**src/rtl/trace_sequencer.sv**
```systemverilog
// Per-frame trace sequencer: reads the captured sample buffer one sample per
// segment, maps samples to screen y, and hands each (x_i,y_i)->(x_i+1,y_i+1)
// segment to the line drawer, waiting for its done pulse before moving on.
module trace_sequencer #(
  parameter int SAMPLE_W = 8,
  parameter int ADDR_W   = 10,
  parameter int NUM_SEG  = 639,
  parameter int X_BASE   = 0,
  parameter int X_STEP   = 1,
  parameter int Y_BASE   = 112,
  parameter int Y_SHIFT  = 0,
  parameter int V_MAX    = 479
) (
  input  logic                clk,
  input  logic                reset_n,
  input  logic                enable,
  input  logic                frame_start,
  output logic                mem_rd,
  output logic [ADDR_W-1:0]   mem_addr,
  input  logic [SAMPLE_W-1:0] mem_data,
  output logic                ld_start,
  output logic [9:0]          ld_x0,
  output logic [9:0]          ld_y0,
  output logic [9:0]          ld_x1,
  output logic [9:0]          ld_y1,
  input  logic                ld_done,
  output logic                busy,
  output logic                frame_done,
  output logic                frame_overrun,
  output logic [ADDR_W-1:0]   seg_idx
);

  typedef enum logic [2:0] {
    S_IDLE,
    S_RD0,
    S_CAP0,
    S_RD,
    S_CAP,
    S_ISSUE,
    S_WAITD,
    S_FIN
  } state_t;

  state_t              state_q, state_d;
  logic [ADDR_W-1:0]   seg_idx_q, seg_idx_d;
  logic [ADDR_W-1:0]   mem_addr_q, mem_addr_d;
  logic [9:0]          y_prev_q, y_prev_d;
  logic [9:0]          y_cur_q, y_cur_d;
  logic [9:0]          ld_x0_q, ld_x0_d;
  logic [9:0]          ld_y0_q, ld_y0_d;
  logic [9:0]          ld_x1_q, ld_x1_d;
  logic [9:0]          ld_y1_q, ld_y1_d;
  logic                mem_rd_q, mem_rd_d;
  logic                ld_start_q, ld_start_d;
  logic                busy_q, busy_d;
  logic                frame_done_q, frame_done_d;
  logic                frame_overrun_q, frame_overrun_d;
  logic [9:0]          y_map;

  // Inverted sample (larger sample = higher on screen), shifted, offset and
  // clamped to the visible area. (2^W-1)-s is simply the bitwise inverse.
  function automatic logic [9:0] map_sample(input logic [SAMPLE_W-1:0] s);
    logic [SAMPLE_W-1:0] t;
    logic [10:0]         y;
    t = (~s) >> Y_SHIFT;
    y = 11'(Y_BASE) + 11'(t);
    if (y > 11'(V_MAX)) y = 11'(V_MAX);
    return y[9:0];
  endfunction

  // Next-state, datapath updates and registered Moore output decodes.
  // NOTE: every variable gets a default first so no path can leave one
  // unassigned and infer a latch; combinational blocks use blocking '='.
  always_comb begin
    state_d    = state_q;
    seg_idx_d  = seg_idx_q;
    mem_addr_d = mem_addr_q;
    y_prev_d   = y_prev_q;
    y_cur_d    = y_cur_q;
    ld_x0_d    = ld_x0_q;
    ld_y0_d    = ld_y0_q;
    ld_x1_d    = ld_x1_q;
    ld_y1_d    = ld_y1_q;
    y_map      = map_sample(mem_data);

    case (state_q)
      S_IDLE: begin
        if (frame_start && enable) begin
          state_d    = S_RD0;
          seg_idx_d  = '0;
          mem_addr_d = '0;
        end
      end
      S_RD0:  state_d = S_CAP0;
      S_CAP0: begin
        y_prev_d   = y_map;
        mem_addr_d = seg_idx_q + ADDR_W'(1);
        state_d    = S_RD;
      end
      S_RD:   state_d = S_CAP;
      S_CAP: begin
        // Coordinates are loaded on entry to ISSUE so they are valid with
        // ld_start and stay untouched until the next CAP.
        y_cur_d = y_map;
        ld_x0_d = 10'(X_BASE + int'(seg_idx_q) * X_STEP);
        ld_x1_d = 10'(X_BASE + (int'(seg_idx_q) + 1) * X_STEP);
        ld_y0_d = y_prev_q;
        ld_y1_d = y_map;
        state_d = S_ISSUE;
      end
      S_ISSUE: state_d = S_WAITD;
      S_WAITD: begin
        if (ld_done) begin
          if (!enable) begin
            state_d = S_IDLE;
          end else if (seg_idx_q == ADDR_W'(NUM_SEG - 1)) begin
            state_d = S_FIN;
          end else begin
            // Shared endpoint: the current sample becomes the next start.
            y_prev_d   = y_cur_q;
            seg_idx_d  = seg_idx_q + ADDR_W'(1);
            mem_addr_d = seg_idx_q + ADDR_W'(2);
            state_d    = S_RD;
          end
        end
      end
      S_FIN:   state_d = S_IDLE;
      default: state_d = S_IDLE;
    endcase

    mem_rd_d        = (state_d == S_RD0) || (state_d == S_RD);
    ld_start_d      = (state_d == S_ISSUE);
    frame_done_d    = (state_d == S_FIN);
    busy_d          = (state_d != S_IDLE);
    frame_overrun_d = frame_start && (state_q != S_IDLE);
  end

  // State and output registers with asynchronous active-low reset.
  // NOTE: sequential state uses non-blocking '<=' so every flop samples the
  // pre-edge values regardless of statement order.
  always_ff @(posedge clk or negedge reset_n) begin
    if (!reset_n) begin
      state_q         <= S_IDLE;
      seg_idx_q       <= '0;
      mem_addr_q      <= '0;
      y_prev_q        <= '0;
      y_cur_q         <= '0;
      ld_x0_q         <= '0;
      ld_y0_q         <= '0;
      ld_x1_q         <= '0;
      ld_y1_q         <= '0;
      mem_rd_q        <= 1'b0;
      ld_start_q      <= 1'b0;
      busy_q          <= 1'b0;
      frame_done_q    <= 1'b0;
      frame_overrun_q <= 1'b0;
    end else begin
      state_q         <= state_d;
      seg_idx_q       <= seg_idx_d;
      mem_addr_q      <= mem_addr_d;
      y_prev_q        <= y_prev_d;
      y_cur_q         <= y_cur_d;
      ld_x0_q         <= ld_x0_d;
      ld_y0_q         <= ld_y0_d;
      ld_x1_q         <= ld_x1_d;
      ld_y1_q         <= ld_y1_d;
      mem_rd_q        <= mem_rd_d;
      ld_start_q      <= ld_start_d;
      busy_q          <= busy_d;
      frame_done_q    <= frame_done_d;
      frame_overrun_q <= frame_overrun_d;
    end
  end

  assign mem_rd        = mem_rd_q;
  assign mem_addr      = mem_addr_q;
  assign ld_start      = ld_start_q;
  assign ld_x0         = ld_x0_q;
  assign ld_y0         = ld_y0_q;
  assign ld_x1         = ld_x1_q;
  assign ld_y1         = ld_y1_q;
  assign busy          = busy_q;
  assign frame_done    = frame_done_q;
  assign frame_overrun = frame_overrun_q;
  assign seg_idx       = seg_idx_q;

endmodule

```
**config.mk**
```make
export PLATFORM = sky130hd
export DESIGN_NAME = trace_sequencer
export DESIGN_NICKNAME = d
export VERILOG_FILES = /design/src/rtl/trace_sequencer.sv
export SDC_FILE = /design/constraint.sdc
export NUM_CORES = 1
export LEC_CHECK = 0
export ABC_AREA = 1
export BUFFER_PORTS_ARGS = -buffer_cell sky130_fd_sc_hd__buf_2
export CORE_MARGIN = 4
export CORE_UTILIZATION = 40
export DETAILED_ROUTE_END_ITERATION = 10
export PLACE_DENSITY_LB_ADDON = 0.2
export SYNTH_ARGS = -nofsm -noshare
export SYNTH_HDL_FRONTEND = slang
export SYNTH_SLANG_ARGS = --single-unit
```
**constraint.sdc**
```tcl
create_clock -name clk -period 1.4 [get_ports clk]
set_input_delay 0.28 -clock clk [delete_from_list [all_inputs] [get_ports clk]]
set_output_delay 0.28 -clock clk [all_outputs]
set_load 0.02 [all_outputs]
```
==> metrics <==
CTS Sinks=75; # setup viols final=36; Slew Limit Fails=0; number of synthesized register bits=75; Crit path buffers/inverters=4; die width=103 µm; Crit path depth=12; Place WS=-0.181 ns; Crit. End Element=flop; Hold Crit Depth=2; Seq/Total Area, Yosys=51.8%; CP Data Required Time=1.71 ns; CORE AREA=0.00876 mm²; Largest delay share family, worst path=simple AND/OR/NAND/NOR gates; num ports=78; clock transition at the registers of the reported paths=0.08 ns; Leak=0.00300 µW; Num CTS Buffers=9; Final WS setup=-0.179 ns; row cnt=34; Synth Instances=441; period utilisation layout=113%; Port Buf Inserts=75; Critical Path Slowest Stage Cell=dfrtp_2; post-DR vias/cell=5.11; Die Ht=103 µm; worst-case clock buffer depth=2; DRC=0; Distinct cells, synth=29; vias in the first global route=3465; final core occ=65.4%; post-route cell area=0.00573 mm²; initial antenna violation count=0; Mapped Area=0.00362 mm²; maxcap violations=0; Final Power=11000 µW; drt total wl=11800 µm; RSZ-0062 raised after global routing=yes; fmax=0.633 GHz; Ys Warns=0; TritonCTS clock tree=yes; Synth Area per Inst=8.21 µm²; antenna cells=0; clk root buf=clkbuf_8; Layout area overhead=58.4%; share of cells above drive strength 1=46.4%; Final Hold Fails=0; wire per inst=16.4 µm; drt pass-1 iters=5; startpoint types=flop; placed inst area=0.00458 mm²; crit path max fanout=6; Detail Route Antenna Nets=0; first-pass GRT wire length=17300 µm; slowest cell delay on critical path=0.44 ns; PwrDens=1920 mW/mm²; HPWL after DPL=7050 µm; violated checks=setup timing; initial core utilization=41.3%; fin crit period=1.58 ns; Final Skew=0.00976 ns; Max VDD drop=1.12 mV; H-tree level count=3; initial DRC count=230; # nets final=624; most frequent cells in the layout=nand2_1, dfrtp_1, buf_2; die area=0.0106 mm²; grt total ovfl=0; commonest non-fill, non-tap cell in the layout=nand2_1; Setup CP Type=flop to flop; via count=3668; clk_lat worst skew=0.36 ns; largest net degree at the start of global routing=76; RePlAce Congestion=0.932; worst r2r path cells=12; Hold Path Class=primary input to flop; critical path arrival=1.88 ns; status=finished, violations left; cells along the critical path=inv_2, ha_4, inv_2, nor2_4, nand3_2, nand2_2, buf_6, nand2_4, nand2_8, clkbuf_16, nand2_2, nand2_1; Total GRT Usage=21.6%
[report_power, final]
group	internal (µW)	switching, µW
sequential	2730	353
clock	908	851
combinational	2920	3260
[sequential cells by signal, summed over array words and instances, names as in the netlist]
register and count:
mem_rd 1, ld_start 1, state_q 3, mem_addr 10, ld_y0 9, ld_x1 10
seg_idx 10, frame_done 1, y_prev_q 9, frame_overrun 1, ld_y1 9, busy 1
ld_x0 10
[cell type report]
type,instances,area [µm²]
well taps,108,135
multi-input cells,316,1810
repair buffers,172,1570
clock inverters,4,50.0
inverters,32,130
fillers,699,3030
flip-flops and latches,75,1890
clock buffers,11,151
[worst paths after layout]
kind	from	end	slack, ns
min reg2reg	ld_y0[4]$_DFFE_PN0N_	ld_y0[4]$_DFFE_PN0N_	0.47
max in group asynchronous	reset_n	seg_idx[6]$_DFFE_PN0P_	0.57
max reg2reg	seg_idx[0]$_DFFE_PN0P_	mem_addr[7]$_DFFE_PN0P_	-0.18
min	mem_data[2]	ld_y1[2]$_DFFE_PN0N_	0.09
min in group asynchronous	reset_n	ld_y0[7]$_DFFE_PN0N_	0.45
max	seg_idx[0]$_DFFE_PN0P_	mem_addr[7]$_DFFE_PN0P_	-0.18
[per-layer routing]
layer	GRT usage, %	vias to the layer above	part of all wire [%]
met4	8.07	0	2.8
met1	27.2	1760	42
met5	0	-	0
met3	5.01	45	6.9
li1	-	1716	-
met2	36.3	147	48
[synthesized netlist by cell type (all sizes together)]
cell,instances,share of area (%)
xnor2,3,0.73
clkbuf,3,0.31
a21boi,1,0.52
a21oi,4,0.55
and2,2,0.41
dfrtp,75,52
xor2,4,0.97
inv,32,3.4
conb,1,0.10
ha,5,1.7
nand4,2,0.35
nand2,195,21
buf,16,3.1
a22oi,2,0.41
o21ai,54,8.8
nand3,24,3.3
nor2,18,2.7
[logic make-up (layout without fill, tap and decap cells)]
| family | Yosys count | after routing | share of synthesized area (%) |
|---|---|---|---|
| simple gates | 241 | 241 | 27.5 |
| flops | 75 | 75 | 51.8 |
| compound gates | 61 | 61 | 10.3 |
| buf+inv | 51 | 219 | 6.81 |
| xor+xnor | 7 | 7 | 1.69 |
| fa+ha+maj | 5 | 5 | 1.73 |
| other cells | 1 | 2 | 0.104 |
[metrics by stage]
stage          hold WS [ns]  cells  setup TNS, ns
2_1_floorplan       -0.0156    442          -2.30
3_3_place_gp          0.330    669          -3.57
3_5_place_dp          0.334    669          -4.44
4_1_cts              0.0864    704          -4.33
5_1_grt              0.0941    718          -8.16
6_report             0.0945    718          -5.13
[worst register-to-register path, cell delays in order, from the launching register on]
cell	delay, ns
dfrtp_2	0.44
inv_2	0.09
ha_4	0.13
inv_2	0.04
nor2_4	0.11
nand3_2	0.07
nand2_2	0.11
buf_6	0.13
nand2_4	0.06
nand2_8	0.10
clkbuf_16	0.15
nand2_2	0.04
nand2_1	0.05
[what timing repair did]
item / in CTS / in global routing
hold endpoints to repair: 75 / 0
gates resized for setup: 58 / 91
endpoints found under the setup margin: 43 / 76
cloned: 6 / 6
buffers inserted: 13 / 10
pin swaps: 6 / 23
hold buffers: 1 / 0
No activity file was read; power rests on OpenSTA's default activity.
